==> config.mk <==
export PLATFORM = sky130hd
export DESIGN_NAME = count_window_monitor
export DESIGN_NICKNAME = d
export VERILOG_FILES = /design/src/rtl/count_mon_pkg.sv /design/src/rtl/count_window_monitor_sat_counter.sv /design/src/rtl/count_window_monitor.sv
export SDC_FILE = /design/constraint.sdc
export NUM_CORES = 1
export LEC_CHECK = 0
export CAP_MARGIN = 40
export CELL_PAD_IN_SITES_DETAIL_PLACEMENT = 1
export CELL_PAD_IN_SITES_GLOBAL_PLACEMENT = 2
export CORE_MARGIN = 1.5
export CORE_UTILIZATION = 32
export CTS_CLUSTER_SIZE = 24
export DETAILED_ROUTE_END_ITERATION = 7
export GPL_TIMING_DRIVEN = 0
export PLACE_DENSITY = 0.87
export SLEW_MARGIN = 25
export SYNTH_ARGS = -nofsm -noshare
export SYNTH_HDL_FRONTEND = slang
export SYNTH_SLANG_ARGS = --single-unit
==> constraint.sdc <==
create_clock -name clk -period 2.7 [get_ports clk]
set_clock_uncertainty 0.15 [all_clocks]
set_input_delay 0.54 -clock clk [delete_from_list [all_inputs] [get_ports clk]]
set_output_delay 0.54 -clock clk [all_outputs]
set_load 0.02 [all_outputs]
==> src/rtl/count_mon_pkg.sv <==
// Shared types and defaults for the count window monitor.
package count_mon_pkg;

  typedef enum logic {IDLE, WATCH} mon_state_e;

  localparam logic [7:0] ERR_MAX = 8'd255;

  localparam int unsigned DEF_CNT_W   = 4;
  localparam int unsigned DEF_TARGET  = 4'hA;
  localparam int unsigned DEF_MAX_CYC = 10;

endpackage

==> src/rtl/count_window_monitor_sat_counter.sv <==
// Purpose: up-counter that sticks at all-ones instead of wrapping.
// Latency: value updates on the clock after inc.
// Backpressure: none; inc is a single-cycle strobe.
module sat_counter #(
  parameter int W = 8
) (
  input  logic         clk,
  input  logic         reset,
  input  logic         inc,
  output logic [W-1:0] value
);

  always_ff @(posedge clk or posedge reset) begin
    if (reset) begin
      value <= '0;
    end else if (inc && (value != {W{1'b1}})) begin
      value <= value + 1'b1;
    end
  end

endmodule

==> src/rtl/count_window_monitor.sv <==
// Purpose: per start, watch count for TARGET within MAX_CYC cycles; pulse hit/timeout.
// Latency: hit/timeout pulse one clock after the deciding edge; busy drops on that edge.
// Backpressure: none; start is only accepted while idle.
module count_window_monitor
  import count_mon_pkg::*;
#(
  parameter int unsigned CNT_W   = DEF_CNT_W,
  parameter int unsigned TARGET  = DEF_TARGET,
  parameter int unsigned MAX_CYC = DEF_MAX_CYC,
  parameter int unsigned WIN_W   = $clog2(MAX_CYC + 1)
) (
  input  logic             clk,
  input  logic             reset,
  input  logic             start,
  input  logic [CNT_W-1:0] count,
  output logic             busy,
  output logic             hit,
  output logic             timeout,
  output logic [WIN_W-1:0] hit_latency,
  output logic             wrap_seen,
  output logic [7:0]       err_cnt
);

  generate
    if (MAX_CYC < 1 || MAX_CYC > 255) begin : g_bad_max_cyc
      $error("count_window_monitor: MAX_CYC must be in 1..255");
    end
    if (TARGET >= (1 << CNT_W)) begin : g_bad_target
      $error("count_window_monitor: TARGET does not fit in CNT_W bits");
    end
  endgenerate

  localparam logic [CNT_W-1:0] TGT  = CNT_W'(TARGET);
  localparam logic [WIN_W-1:0] LAST = WIN_W'(MAX_CYC);

  mon_state_e       state;
  logic [WIN_W-1:0] cyc;
  logic [WIN_W-1:0] k;
  logic [CNT_W-1:0] prev;
  logic             watching;
  logic             match;
  logic             expire;

  // k is the 1-based index of the current window cycle.
  assign k        = cyc + 1'b1;
  assign watching = (state == WATCH);
  assign match    = (count == TGT);
  assign expire   = watching && !match && (k == LAST);
  assign busy     = watching;

  always_ff @(posedge clk or posedge reset) begin
    if (reset) begin
      state       <= IDLE;
      cyc         <= '0;
      prev        <= '0;
      hit         <= 1'b0;
      timeout     <= 1'b0;
      hit_latency <= '0;
      wrap_seen   <= 1'b0;
    end else begin
      hit     <= 1'b0;
      timeout <= 1'b0;
      case (state)
        IDLE: begin
          if (start) begin
            state     <= WATCH;
            cyc       <= '0;
            prev      <= count;
            wrap_seen <= 1'b0;
          end
        end
        WATCH: begin
          prev <= count;
          if (count < prev) begin
            wrap_seen <= 1'b1;
          end
          if (match) begin
            hit         <= 1'b1;
            hit_latency <= k;
            state       <= IDLE;
          end else if (k == LAST) begin
            timeout <= 1'b1;
            state   <= IDLE;
          end else begin
            cyc <= k;
          end
        end
        default: state <= IDLE;
      endcase
    end
  end

  sat_counter #(.W($bits(ERR_MAX))) u_err_cnt (
    .clk   (clk),
    .reset (reset),
    .inc   (expire),
    .value (err_cnt)
  );

endmodule

# --- After elaboration in Yosys (flattened, before gate mapping) ---
# Cells that the tools add are included.
word_totals:
  inputBits: 7
  elab_cells: 44
  regBits: 24
  output_inout_bits: 16
classes:
  n_lt_le_gt_ge: 1
  n_addsub: 2
  n_reduce_logical: 7
  eq_ne: 7
  bitwise: 1
  mux: 18
op_table:
  columns: ["cell", "n"]
  rows:
  - ["$mux W4", 4]
  - ["$pmux W4 S2", 2]
  - ["$mux W1", 10]
  - ["$add A8 B1 Y8 const B", 1]
  - ["$eq A4 B4 Y1 const B", 2]
  - ["$ne A8 B8 Y1 const B", 1]
  - ["$ne A2 B2 Y1 const B", 3]
  - ["$add A4 B1 Y4 const B", 1]
  - ["$lt A4 B4 Y1", 1]
  - ["$pmux W1 S2", 2]
  - ["$reduce_and A2 Y1", 2]
  - ["$logic_and A1 B1 Y1", 3]
  - ["$reduce_and A3 Y1", 1]
  - ["$ne A2 B1 Y1 const B", 1]
  - ["$logic_not A1 Y1", 1]
  - ["$not A1 Y1", 1]

# --- Depth between registers and ports, before layout ---
# Gate-level depths: netlist (run 1).
logic_depth:
  word_depth: 5
  ltp_mapped: 7
  ltp_nobuf: 7

# --- Modules after synthesis ---
# Synthesis (run 1) repeated with hierarchy kept, for this count alone.
hier_totals:
  cells_unflattened: 122
  hier_area_um2: 1328.8
by_module_without_submodules:
  columns: ["mod", "instances", "area_each_um2", "cells_per_inst"]
  rows:
  - ["count_window_monitor", 1, 909.6, 84]
  - ["sat_counter", 1, 419.2, 38]

# --- Worst setup path after synthesis (run 1) ---
# Ideal clock, no wire load.
synth_path:
  path_kind: "register to register"
  start: "reg cyc[0]"
  end: "reg u_err_cnt.value[6]"
  setup_ns: 0.125
  period_less_slack_ns: 2.020
  path_slack_ns: 0.680
  stages_incl_launch_ff: 7
  arrival_ns: 1.746
  cell_sequence: "dfrtp_1 ha_1 or2_2 o21ai_4 a21oi_2 nor3_1 mux2_2"
synth_via:
  elab_chain_len: 4
synth_rtl:
  columns: ["element", "line", "text"]
  rows:
  - ["start: declaration", "count_window_monitor.sv:37", "logic [WIN_W-1:0] cyc;"]
  - ["start signal: assignment", "count_window_monitor.sv:85", "cyc <= k;"]
  - ["$add A4 B1 Y4", "count_window_monitor.sv:45", "assign k = cyc + 1'b1;"]
  - ["$eq A4 B4 Y1", "count_window_monitor.sv:48", "assign expire = watching && !match && (k == LAST);"]
  - ["$logic_and A1 B1 Y1", "count_window_monitor.sv:48", null]
  - ["$logic_and A1 B1 Y1", "count_window_monitor_sat_counter.sv:16", "end else if (inc && (value != {W{1'b1}})) begin"]
  - ["end signal: assignment", "count_window_monitor_sat_counter.sv:17", "value <= value + 1'b1;"]
  - ["end: declaration", "count_window_monitor_sat_counter.sv:10", "output logic [W-1:0] value"]
# Every way passes these cells.
# A chain may end at the register's enable or synchronous reset.

# --- Worst setup path in the final report (run 1) ---
layout_path:
  start: "in count[2]"
  end: "reg u_err_cnt.value[6]"
layout_via:
  elab_chain_len: 5
layout_rtl:
  columns: ["element", "line", "text"]
  rows:
  - ["start: declaration", "count_window_monitor.sv:15", "input logic [CNT_W-1:0] count,"]
  - ["$eq A4 B4 Y1", "count_window_monitor.sv:47", "assign match = (count == TGT);"]
  - ["$logic_not A1 Y1", "count_window_monitor.sv:48", null]
  - ["$logic_and A1 B1 Y1 (2 in series)", "count_window_monitor.sv:48", null]
  - ["$logic_and A1 B1 Y1", "count_window_monitor_sat_counter.sv:16", null]
# Every way passes these cells.

==> impl_metrics.json, run 1 <==
{
  "outcome": "finished clean",
  "drive_above_1_share": 0.141,
  "reg2reg_setup_slack_ns": 0.50,
  "slew_headroom": 0.682,
  "hold_class": "reg -> reg",
  "yosysSeqAreaShare": 0.489,
  "syn_inst": 115,
  "timing.final.crit_share": 0.859,
  "gp_congestion": 0.702,
  "die_h_um": 64.9,
  "final_design_area_no_fill_um2": 1590,
  "setup_tns_ns": 0,
  "power.density_nw_per_um2": 890,
  "grt-ovfl-total": 0,
  "critical_path_buf_inv_count": 1,
  "seqCellArea_um2": 601,
  "dp_hpwl_um": 1950,
  "ys_types": 33,
  "fin_cells": 190,
  "r2r-start": "cyc[0]",
  "syn-mean-instance-area_um2": 10.7,
  "grt.total_usage": 0.148,
  "met2_usage": 0.264,
  "initial_core_util": 0.335,
  "antenna_found_initial": 0,
  "max_clock_freq_ghz": 0.431,
  "place_inst": 186,
  "hold_viol_final": 0,
  "slowest_stage": "clkdlybuf4s50_1",
  "busiest_layer": "met2",
  "vias_per_cell": 4.81,
  "numCtsBuffers": 3,
  "nFillCells": 420,
  "leakagePower_nw": 0.704,
  "cts_tree": "done",
  "crit_family": "simple AND/OR/NAND/NOR gates",
  "start_kind": "input port",
  "setup_viol": 0,
  "critPathCaptureType": "register",
  "gr-usage-met1": 0.179,
  "grt_setup_unrepaired": "no",
  "synth-compound-area-share": 0.0999,
  "crit_chain": "clkdlybuf4s50_1 -> and4bb_1 -> nor4_2 -> a21oi_2 -> nor3_1 -> mux2_2",
  "grt_pass1_vias": 1056,
  "dieArea_um2": 4220,
  "syn_nets": 128,
  "fin_hold_ws_ns": 0.343,
  "root_buffer": "clkbuf_8",
  "hold_depth": 2,
  "tightest_slew_ns": 0.476,
  "wire_per_inst_um": 13.2,
  "grt_max_degree": 16,
  "fin_util": 0.434,
  "synth_xor_area_frac": 0.0499,
  "core.rowCount": 22,
  "antenna_cells": 0,
  "max_stage_delay_ns": 0.53,
  "synth-simple-area-share": 0.208,
  "place_ws_ns": 0.0726,
  "async_flop_share": 1.00,
  "cts_resized": 0,
  "firstDrtPassIters": 3,
  "synthToLayoutAreaGrowth_pct": 29.6,
  "htree_levels": 1,
  "ir_worst_vdd_mv": 0.401,
  "hold_end": "hit_latency[2]",
  "drv_cap": 0,
  "grt_pass1_wl_um": 4910,
  "clkSlewWorstSetupHoldPaths_ns": 0.09,
  "clockBufferDepth": 2,
  "reg2reg_depth": 6,
  "insertion_delay_ns": 0.27,
  "cts_num_sinks": 24,
  "core_um2": 3660,
  "drt_iter0_markers": 23,
  "cts_setup_buffers": 0,
  "hp-start": "hit_latency[2]",
  "yosysWarnings": 0,
  "vias": 913,
  "r2r-end": "u_err_cnt.value[6]",
  "worstPathMaxFanout": 8,
  "required_ns": 2.71,
  "critPathKind": "in -> reg",
  "nets": 156,
  "antenna_left": 0,
  "grtUsageMet3": 0.0365,
  "drt-total-wl_um": 2520,
  "die_x_um": 64.9,
  "ys_ff_latch": 24,
  "place_area_um2": 1540,
  "muxShareOfSynthArea": 0.0632,
  "p_total_mw": 1.41,
  "io_pins": 23,
  "final-max-slew-violation-count": 0,
  "synth-edff-count": 0,
  "ctsHoldBuffers": 0,
  "synth_adder_area_share": 0.0612,
  "post-route-min-period_ns": 2.32,
  "synth_top_family_by_area": "simple AND/OR/NAND/NOR gates",
  "crit_arrival_ns": 2.33,
  "drc": 0,
  "synth_ff_type": "dfrtp_1",
  "multi_input_area_um2": 592,
  "portBuffers": 22,
  "setup_ws_ns": 0.382,
  "netlist_area_um2": 1230
}
## area by class of cell
type	count	share of cell area
clock buffers	4	0.0346
repair buffers	23	0.156
flip-flops and latches	24	0.378
multi-input cells	82	0.372
well taps	48	0.0378
plain buffers	1	0.00315
inverters	8	0.0189
## state kept, by name, summed over array words and instances (netlist names)
name	flops
u_err_cnt.value	8
cyc	4
hit_latency	4
prev	4
busy	1
hit	1
timeout	1
wrap_seen	1
## layout by cell type, fill, tap and decap left out, types with 2 or more instances in the layout
master / netlist / final
dfrtp_1: 24 / 24
clkdlybuf4s50_1: 0 / 22
nand2_1: 13 / 13
nand3_1: 8 / 8
inv_1: 8 / 8
o21ai_0: 7 / 7
nor2_1: 6 / 6
xor2_1: 6 / 6
mux2_2: 6 / 6
ha_1: 6 / 6
nand2b_1: 4 / 4
clkbuf_8: 0 / 4
and2_1: 2 / 2
nor3_1: 2 / 2
nor4_1: 2 / 2
a21o_1: 2 / 2
## synth_stat cells (all sizes together) (2+ instances only)
library cell,instances,area (um2)
ha,6,75.1
and2,2,12.5
a21oi,2,13.8
nor3,2,10.0
o21ai,8,51.3
xor2,6,52.6
a21o,2,15.0
nor4,3,25.0
inv,8,30.0
nor2,6,22.5
nand3,8,40.0
nand2,13,48.8
nand2b,4,25.0
mux2,6,67.6
nand4,2,18.8
dfrtp,24,601
## worst reg2reg max path, delay by kind of cell, from the launching register on
family / cells / cell delay [ns]
AO/OA/AOI/OAI: 2 / 0.21
adder cells (fa/ha/maj): 1 / 0.32
flip-flops: 1 / 0.46
multiplexers: 1 / 0.35
AND/OR/NAND/NOR: 2 / 0.59
## report_power, final
group,total (mW),leakage [nW],internal (mW),switching (mW)
sequential,0.565,0.289,0.463,0.103
clock,0.250,0.0288,0.130,0.120
combinational,0.599,0.386,0.291,0.308
total,1.41,0.704,0.884,0.531
## cells by family (layout without fill, tap and decap cells)
group	count (synthesis)	after routing
simple gates	45	45
compound gates	17	17
mux	7	7
flops	24	24
buf+inv	9	36
fa+ha+maj	6	6
xor+xnor	7	7
## how the worst max path moves through the flow
stage / from / end / slack (ns) / cells past startpoint
global route: count[2] / u_err_cnt.value[6] / 0.25 / 6
detailed placement: count[2] / u_err_cnt.value[6] / 0.07 / 6
finish: count[2] / u_err_cnt.value[6] / 0.38 / 6
CTS: count[2] / u_err_cnt.value[6] / 0.36 / 6
global placement: count[2] / u_err_cnt.value[6] / 0.09 / 6
floorplan: cyc[0] / u_err_cnt.value[6] / 0.68 / 6
## routing by layer
layer	up-vias	share of wire
met4	0	0.0064
met1	443	0.46
li1	452	-
met3	2	0.038
met2	16	0.50
met5	-	0
Note: power is estimated with default switching activity, not from simulation.
==> run 2, diff against run 1 <==
--- a/config.mk
+++ b/config.mk
@@ -5,11 +5,13 @@
 export SDC_FILE = /design/constraint.sdc
 export NUM_CORES = 1
 export LEC_CHECK = 0
+export ABC_CLOCK_PERIOD_IN_PS = 2700
 export CAP_MARGIN = 40
 export CELL_PAD_IN_SITES_DETAIL_PLACEMENT = 1
 export CELL_PAD_IN_SITES_GLOBAL_PLACEMENT = 2
 export CORE_MARGIN = 1.5
 export CORE_UTILIZATION = 32
+export CTS_BUF_LIST = sky130_fd_sc_hd__clkbuf_16
 export CTS_CLUSTER_SIZE = 24
 export DETAILED_ROUTE_END_ITERATION = 7
 export GPL_TIMING_DRIVEN = 0
==> run 2 against run 1 <==
Count of clock-buffer cells in the layout fell by 1. Flip-flop and latch count did not move. Routed wire length rose by 3.5%. Worst setup slack got worse by 0.021 ns. Critical endpoint unchanged.
==> impl_metrics.json, run 2 (synthesis gave the netlist of run 1 again) <==
{
  "ctsHoldBuffers": 0,
  "place_ws_ns": 0.0726,
  "ir_worst_vdd_mv": 0.307,
  "p_comb_frac": 0.402,
  "htree_levels": 1,
  "leakagePower_nw": 0.713,
  "p_seq_frac": 0.380,
  "setup_viol": 0,
  "cts_num_sinks": 24,
  "root_buffer": "clkbuf_16",
  "slowest_stage": "clkdlybuf4s50_1",
  "antenna_left": 0,
  "p_int_uw": 953,
  "slew_headroom": 0.682,
  "drc": 0,
  "start_kind": "input port",
  "drt_iter0_markers": 27,
  "antenna_cells": 0,
  "outcome": "finished clean",
  "synthToLayoutAreaGrowth_pct": 31.5,
  "grt_max_degree": 16,
  "crit_chain": "clkdlybuf4s50_1 -> and4bb_1 -> nor4_2 -> a21oi_2 -> nor3_1 -> mux2_2",
  "worstPathMaxFanout": 8,
  "fin_cells": 190,
  "vias": 928,
  "layout_commonest_cell": "dfrtp_1",
  "nets": 156,
  "dieArea_um2": 4220,
  "die_h_um": 64.9,
  "crit_arrival_ns": 2.33,
  "drive_above_1_share": 0.134,
  "core.rowCount": 22,
  "power.density_nw_per_um2": 930,
  "max_clock_freq_ghz": 0.428,
  "nFillCells": 406,
  "post-route-min-period_ns": 2.34,
  "wire_per_inst_um": 13.7,
  "crit_family": "simple AND/OR/NAND/NOR gates",
  "drv_cap": 0,
  "grt-ovfl-total": 0,
  "vias_per_cell": 4.88,
  "place_inst": 186,
  "antenna_found_initial": 0,
  "critical_path_buf_inv_count": 1,
  "regMostFlops": "u_err_cnt.value",
  "gp_congestion": 0.702,
  "timing.final.crit_share": 0.866,
  "grt_pass1_wl_um": 5000,
  "setup_ws_ns": 0.361,
  "grt_setup_unrepaired": "no",
  "power.switching_uw": 548,
  "io_pins": 23,
  "cts_tree": "done",
  "p_total_mw": 1.50,
  "largest_reg_flops": 8,
  "required_ns": 2.69,
  "mostFrequentLayoutCells": "24 x dfrtp_1, 22 x clkdlybuf4s50_1, 13 x nand2_1",
  "initial_core_util": 0.335,
  "setup_tns_ns": 0,
  "clkSlewWorstSetupHoldPaths_ns": 0.06,
  "portBuffers": 22,
  "tightest_slew_ns": 0.477,
  "critPathCaptureType": "register",
  "max_stage_delay_ns": 0.53,
  "firstDrtPassIters": 3,
  "insertion_delay_ns": 0.26,
  "final-max-slew-violation-count": 0,
  "clkPwrFrac": 0.218,
  "grt.total_usage": 0.154,
  "cts_setup_buffers": 0,
  "cts_resized": 0,
  "hold_class": "reg -> reg",
  "hold_viol_final": 0,
  "core_um2": 3660,
  "switching_share": 0.365,
  "drt-total-wl_um": 2600,
  "die_x_um": 64.9,
  "clockBufferDepth": 2,
  "grt_pass1_vias": 1056,
  "critPathKind": "in -> reg",
  "numCtsBuffers": 3,
  "dp_hpwl_um": 1950
}
[run 2: cell types whose count changed in the layout (fill, tap and decap cells not counted)]
cell       previous run  this run
clkbuf_8              4         0
clkinv_1              0         1
clkbuf_16             0         3
[run 2: worst min-delay path, cell delays in order, from the launching register on]
cell and delay (ns):
dfrtp_1 0.34, nand2_1 0.04, o21ai_0 0.06
[run 2: per-stage QoR]
| step | cell area (um2) | util | hold WS (ns) |
|---|---|---|---|
| after floorplan | 1230 | - | 0.329 |
| after global routing | 1610 | 0.441 | 0.372 |
| after global placement | 1510 | 0.412 | 0.312 |
| after detailed placement | 1540 | 0.419 | 0.326 |
| after CTS | 1610 | 0.441 | 0.341 |
| final | 1610 | 0.441 | 0.337 |
[run 2: path summary, 6_finish.rpt]
kind / depth (start not counted) / endpoint / startpoint / slack, ns
setup / recovery: 6 / u_err_cnt.value[6] / count[2] / 0.36
hold / removal: 2 / hit_latency[2] / hit_latency[2] / 0.34
setup reg to reg: 6 / u_err_cnt.value[6] / cyc[0] / 0.47
hold reg to reg: 2 / hit_latency[2] / hit_latency[2] / 0.34
max in group asynchronous: 3 / prev[2] / reset / 1.50
min in group asynchronous: 2 / hit_latency[1] / reset / 0.46
[run 2: layout make-up]
type / count / area, um2 / area share
sequential: 24 / 601 / 0.372
multi-input combinational: 82 / 592 / 0.367
timing repair buffer: 23 / 248 / 0.153
clock buffer: 3 / 75.1 / 0.0465
tap: 48 / 60.1 / 0.0372
inverter: 8 / 30.0 / 0.0186
buffer: 1 / 5.00 / 0.00310
clock inverter: 1 / 3.75 / 0.00233
[run 2: per-layer routing]
layer | part of all wire | GRT usage
met5 | 0 | 0
met4 | 0.012 | 0.0399
met3 | 0.036 | 0.0417
met2 | 0.50 | 0.273
met1 | 0.45 | 0.182
[run 2: power by group through the flow]
stage	Combinational, mW	Sequential (mW)	Clock, mW
after floorplan	0.320	0.629	0
after global placement	0.581	0.565	0
after detailed placement	0.608	0.575	0
after CTS	0.613	0.572	0.337
after global routing	0.684	0.590	0.347
final	0.604	0.571	0.327
